**src/rtl/pipe_ctrl_pkg.sv**
```systemverilog
// Shared types and constants for the pipeline hazard/sequencing controller.
package pipe_ctrl_pkg;
  localparam int              REG_ADDR_WIDTH = 5;
  localparam int              ADDR_WIDTH     = 32;
  localparam logic [REG_ADDR_WIDTH-1:0] ZERO_REG = 5'd0;

  typedef enum logic [1:0] {
    RUN      = 2'd0,
    MDU_WAIT = 2'd1,
    FLUSH    = 2'd2
  } state_e;

  // One register-file read port of the instruction sitting in ID.
  typedef struct packed {
    logic                      ren;
    logic [REG_ADDR_WIDTH-1:0] addr;
  } rd_src_t;
endpackage

```
**src/rtl/pipe_ctrl_hazard_detect.sv**
```systemverilog
// Load-use comparator: flags an ID read of a register a load in EX is about to write.
module hazard_detect
  import pipe_ctrl_pkg::*;
(
  input  rd_src_t                   src1,
  input  rd_src_t                   src2,
  input  logic                      ex_is_load,
  input  logic                      ex_wen,
  input  logic [REG_ADDR_WIDTH-1:0] ex_write_addr,
  input  logic                      cmp_en,
  output logic                      hazard
);
  logic hit1, hit2;

  assign hit1   = src1.ren && (src1.addr == ex_write_addr);
  assign hit2   = src2.ren && (src2.addr == ex_write_addr);
  // x0 is hardwired, so a load "writing" it never creates a dependency.
  assign hazard = cmp_en && ex_is_load && ex_wen && (ex_write_addr != ZERO_REG) && (hit1 || hit2);
endmodule

```
**src/rtl/pipe_ctrl.sv**
```systemverilog
// Hazard/sequencing controller: stall and flush controls for PC, IF/ID and ID/EX.
// Optional MDU watchdog enabled by defining PIPE_CTRL_MDU_TIMEOUT_EN.
module pipe_ctrl
  import pipe_ctrl_pkg::*;
#(
  parameter int FLUSH_CYCLES = 2,
  parameter int MDU_TIMEOUT  = 64
) (
  input  logic                      clk,
  input  logic                      rst,
  input  logic                      jump_flag_in,
  input  logic [ADDR_WIDTH-1:0]     jump_addr_in,
  input  logic [REG_ADDR_WIDTH-1:0] id_reg1_addr_in,
  input  logic [REG_ADDR_WIDTH-1:0] id_reg2_addr_in,
  input  logic                      id_reg1_ren_in,
  input  logic                      id_reg2_ren_in,
  input  logic                      ex_is_load_in,
  input  logic                      ex_wen_in,
  input  logic [REG_ADDR_WIDTH-1:0] ex_write_addr_in,
  input  logic                      mdu_start_in,
  input  logic                      mdu_done_in,
  input  logic                      hold_req_in,
  output logic                      pc_hold_out,
  output logic                      ifid_hold_out,
  output logic                      ifid_flush_out,
  output logic                      idex_hold_out,
  output logic                      idex_flush_out,
  output logic                      pc_jump_flag_out,
  output logic [ADDR_WIDTH-1:0]     pc_jump_addr_out,
  output logic                      busy_out
`ifdef PIPE_CTRL_MDU_TIMEOUT_EN
  ,output logic                     mdu_timeout_err_out
`endif
);
  localparam logic       MULTI_FLUSH = (FLUSH_CYCLES > 1);
  localparam logic [3:0] FLUSH_INIT  = 4'(FLUSH_CYCLES - 1);

  state_e     state, state_n;
  logic [3:0] cnt, cnt_n;
  logic       hazard;
  logic       pc_hold, ifid_hold, ifid_flush, idex_hold, idex_flush, jmp;
  logic [ADDR_WIDTH-1:0] jmp_addr;

  hazard_detect u_hazard (
    .src1          ('{ren: id_reg1_ren_in, addr: id_reg1_addr_in}),
    .src2          ('{ren: id_reg2_ren_in, addr: id_reg2_addr_in}),
    .ex_is_load    (ex_is_load_in),
    .ex_wen        (ex_wen_in),
    .ex_write_addr (ex_write_addr_in),
    .cmp_en        (1'b1),
    .hazard        (hazard)
  );

`ifdef PIPE_CTRL_MDU_TIMEOUT_EN
  localparam logic [7:0] TO_LAST = 8'(MDU_TIMEOUT - 1);
  logic [7:0] mdu_cnt;
  logic       to_err, to_fire;

  assign to_fire = (state == MDU_WAIT) && !mdu_done_in && (mdu_cnt == TO_LAST);

  always_ff @(posedge clk) begin
    if (rst) begin
      mdu_cnt <= '0;
      to_err  <= 1'b0;
    end else begin
      if (state != MDU_WAIT) mdu_cnt <= '0;
      else                   mdu_cnt <= mdu_cnt + 8'd1;
      if (to_fire) to_err <= 1'b1;
    end
  end

  assign mdu_timeout_err_out = to_err && !rst;
`else
  logic to_fire;
  assign to_fire = 1'b0;
`endif

  always_ff @(posedge clk) begin
    if (rst) begin
      state <= RUN;
      cnt   <= '0;
    end else begin
      state <= state_n;
      cnt   <= cnt_n;
    end
  end

  always_comb begin
    state_n    = state;
    cnt_n      = cnt;
    pc_hold    = 1'b0;
    ifid_hold  = 1'b0;
    ifid_flush = 1'b0;
    idex_hold  = 1'b0;
    idex_flush = 1'b0;
    jmp        = 1'b0;
    jmp_addr   = '0;
    case (state)
      RUN: begin
        if (jump_flag_in) begin
          jmp        = 1'b1;
          jmp_addr   = jump_addr_in;
          ifid_flush = 1'b1;
          idex_flush = 1'b1;
          if (MULTI_FLUSH) begin
            state_n = FLUSH;
            cnt_n   = FLUSH_INIT;
          end
        end else if (mdu_start_in) begin
          {pc_hold, ifid_hold, idex_hold} = 3'b111;
          state_n = MDU_WAIT;
        end else if (hazard) begin
          // Freeze the consumer in ID and drop one bubble into EX.
          pc_hold    = 1'b1;
          ifid_hold  = 1'b1;
          idex_flush = 1'b1;
        end else if (hold_req_in) begin
          {pc_hold, ifid_hold, idex_hold} = 3'b111;
        end
      end
      MDU_WAIT: begin
        if (mdu_done_in || to_fire) state_n = RUN;
        else {pc_hold, ifid_hold, idex_hold} = 3'b111;
      end
      FLUSH: begin
        ifid_flush = 1'b1;
        idex_flush = 1'b1;
        cnt_n      = cnt - 4'd1;
        if (cnt == 4'd1) state_n = RUN;
      end
      default: state_n = RUN;
    endcase
  end

  // Flush wins over hold on the same stage; everything is quiet during reset.
  assign pc_hold_out      = !rst && pc_hold;
  assign ifid_flush_out   = !rst && ifid_flush;
  assign ifid_hold_out    = !rst && ifid_hold && !ifid_flush;
  assign idex_flush_out   = !rst && idex_flush;
  assign idex_hold_out    = !rst && idex_hold && !idex_flush;
  assign pc_jump_flag_out = !rst && jmp;
  assign pc_jump_addr_out = rst ? '0 : jmp_addr;
  assign busy_out         = !rst && (state != RUN);
endmodule

```
**config.mk**
```make
export PLATFORM = sky130hd
export DESIGN_NAME = pipe_ctrl
export DESIGN_NICKNAME = d
export VERILOG_FILES = /design/src/rtl/pipe_ctrl_pkg.sv /design/src/rtl/pipe_ctrl_hazard_detect.sv /design/src/rtl/pipe_ctrl.sv
export SDC_FILE = /design/constraint.sdc
export NUM_CORES = 1
export LEC_CHECK = 0
export ABC_AREA = 1
export CAP_MARGIN = 40
export CORE_ASPECT_RATIO = 1.75
export CORE_MARGIN = 10
export CORE_UTILIZATION = 34
export CTS_BUF_LIST = sky130_fd_sc_hd__clkbuf_2 sky130_fd_sc_hd__clkbuf_4 sky130_fd_sc_hd__clkbuf_8
export CTS_CLUSTER_DIAMETER = 60
export DETAILED_ROUTE_END_ITERATION = 8
export MAX_ROUTING_LAYER = met4
export PLACE_DENSITY_LB_ADDON = 0.05
export SLEW_MARGIN = 25
export SYNTH_ARGS = -nofsm -noshare
export SYNTH_HDL_FRONTEND = slang
export SYNTH_HIERARCHICAL = 1
export SYNTH_SLANG_ARGS = --single-unit
```
**constraint.sdc**
```tcl
create_clock -name clk -period 1.3 [get_ports clk]
set_input_delay 0.26 -clock clk [delete_from_list [all_inputs] [get_ports clk]]
set_output_delay 0.26 -clock clk [all_outputs]
set_load 0.05 [all_outputs]
```
==> run_results.csv <==
group,metric,value,unit
timing,min_period,1.75,ns
global_routing,grt_pass1_wl,8400,µm
clocking,cts_made_buffers,3,
detailed_routing,dr.first_iter.drc_count,33,
detailed_routing,drtAntennaViolNets,0,
global_routing,track_usage,17.5,%
logic_synthesis,yosys_warnings,6,
die,initial_core_util,34.9,%
detailed_routing,via_per_inst,4.40,
finish,layout-drive-gt1-share,55.9,%
outcome,violations,"negative setup slack",
pwr,powerDensity,607,mW/mm²
logic_synthesis,synthesis.nets,242,
die,io_pins,96,
timing,hold_viol_final,0,
detailed_routing,drc_errors,0,
logic_synthesis,syn-mean-instance-area,6.35,µm²
logic_synthesis,seq_area_frac_synth,10.3,%
pwr,cellInternalPower,0.000926,W
timing,maxSlewViolCount,0,
clocking,clock-sinks,6,
finish,antennaDiodeCount,0,
clocking,htreeDepth,1,
global_routing,gr-total-overflow,0,
detailed_routing,wirelength,5490,µm
outcome,status,"finished with violations",
worst_setup_path,cp.required,1.04,ns
timing,skew,0.00148,ns
detailed_routing,wl_met1,1710,µm
job,drv_cap,0,
worst_setup_path,ff2ff_path_depth,7,
clocking,clock_path_buffers,2,
detailed_routing,route.met3.wl,262,µm
global_routing,antenna_found_initial,0,
finish,area_delta_synth_final,139,%
logic_synthesis,synth.ff_latch_count,6,
pwr,switching_share,44.9,%
detailed_routing,top_layer,"met4",
logic_synthesis,synth.cell_area,0.00116,mm²
placement,dp_hpwl,3890,µm
die,dieHeight,97.4,µm
pwr,peakVddDrop,0.496,mV
timing,max_clock_freq,571,MHz
timing,whs,0.423,ns
placement,finalWeightedCongestion,0.728,
pwr,pwr-share-clk,16.8,%
worst_setup_path,crit_type,"reg -> out",
timing,rsz0062_at_grt,"true",
logic_synthesis,synthCells,183,
pwr,seq_power_share,13.0,%
timing,setup_viol,39,
placement,port_buffers,95,
detailed_routing,detail_route.first_pass.iterations,3,
placement,post-place-ws,-0.893,ns
placement,dpl_cell_area,0.00227,mm²
finish,fin_area,0.00277,mm²
pwr,power_frac_comb,70.2,%
die,die_x,64.2,µm
worst_hold_path,min_path_type,"in -> reg",
global_routing,grt_max_degree,10,
worst_setup_path,endpoint_kind,"output port",
timing,post-route-period-util,135,%
detailed_routing,met2_length,3380,µm
clocking,hold_buffers,0,
die,core,0.00333,mm²
worst_setup_path,crit_fanout,8,
timing,setup_ws,-0.451,ns
die,core.rowCount,28,
finish,nNetsFinal,360,
finish,ff_latch_area,123,µm²
pwr,p_total,0.00168,W
detailed_routing,wl_per_cell,16.0,µm
clocking,clk_pin_slew,0.04,ns
die,dieArea,0.00625,mm²
pwr,power.switching,0.000756,W
worst_setup_path,critPathArrivalTime,1.49,ns
clocking,clk_latency,0.22,ns
finish,fin_util,83.3,%
global_routing,grt_pass1_vias,1640,
worst_hold_path,hold_path_depth,3,
finish,fillerInstances,196,
logic_synthesis,ys_types,23,
worst_setup_path,cp-start-kind,"flip-flop",
finish,multi_input_area,982,µm²
pwr,p_leak,1.32,nW
detailed_routing,vias,1513,
clocking,cts_tree,"done",
clocking,cts-root-buf,"clkbuf_8",
-- metal layers --
metal  up-vias  GRT usage (%)
li1        752              -
met1       690           14.7
met2        60           35.3
met3        11           3.12
met4         0           6.79
met5         -              -
-- what timing repair did --
item                       4_1_cts  5_1_grt
pin swaps                       31       38
setup buffers                    6        5
gates cloned                     3        0
gates resized for setup        135       61
setup endpoints to repair       41       43
-- state kept, by name, indices dropped and copies added, names as in the netlist --
| name | count |
|---|---|
| cnt | 4 |
| state | 2 |
-- placed cells by master, fill, tap and decap left out, drive strengths merged --
master         synthesis  final
nand2                 38     38
conb                   1      1
clkbuf                 0      7
xor2                   1      1
nand3                  5      5
dfxtp                  6      6
buf                    4     70
nor2                  50     50
dlygate4sd2            0      2
a21oi                 10     10
o21ai                  4      4
clkdlybuf4s15          0      3
nand4                  3      3
o31ai                  1      1
clkdlybuf4s50          0     33
ha                     2      2
dlymetal6s2s           0      2
or2                    1      1
inv                   57     60
-- worst paths after layout --
check | startpoint | end | slack [ns]
max | state[1] | pc_jump_addr_out[29] | -0.45
min | mdu_start_in | state[0] | 0.42
min reg2reg | cnt[1] | cnt[1] | 0.48
max reg2reg | state[0] | cnt[2] | 0.11
-- cells in the mapped netlist (all sizes together) --
cell   count  area [µm²]
conb       1        3.75
dfxtp      6         120
inv       57         219
nor2      50         432
nand2     38         158
xor2       1        8.76
or2        1        6.26
ha         2        25.0
o31ai      1        7.51
nand3      5        25.0
a21oi     10        53.8
buf        4        65.1
nand4      3        18.8
o21ai      4        20.0
-- area by class of cell --
cell class / count / share of cell area, %
inverters: 57 / 8.94
flip-flops and latches: 6 / 4.42
repair buffers: 114 / 45.5
repair inverters: 3 / 2.17
clock buffers: 3 / 1.49
well taps: 45 / 2.03
multi-input cells: 116 / 35.4
-- cell families (layout without fill, tap and decap cells) --
family,Yosys count,after routing,share of synthesized area [%]
AND/OR/NAND/NOR,97,97,55.0
buffers and inverters,61,177,24.4
AO/OA/AOI/OAI,15,15,7.00
flip-flops,6,6,10.3
adder cells (fa/ha/maj),2,2,2.15
other,1,1,0.323
XOR/XNOR,1,1,0.754
-- stage by stage --
stage               setup TNS, ns  cells
floorplan                   -8.43    183
global placement           -23.90    333
detailed placement         -23.98    333
CTS                        -15.05    345
global route               -18.02    344
finish                     -15.16    344
-- power groups by stage --
stage	sequential (W)	combinational, W	clock [W]
4_1_cts	0.000218	0.00113	0.000288
3_3_place_gp	0.000218	0.000957	0
3_5_place_dp	0.000218	0.000969	0
6_report	0.000219	0.00118	0.000282
2_1_floorplan	0.000216	0.000579	0
5_1_grt	0.000220	0.00125	0.000306
-- worst max-delay path, cell delays in order, from the launching register on --
cell	delay, ns
dfxtp_2	0.33
inv_2	0.06
nand2_2	0.06
inv_2	0.08
nand2_4	0.07
nor2_8	0.09
buf_12	0.21
inv_16	0.07
nor2_4	0.13
buf_8	0.15
(Power assumes the default switching activity.)
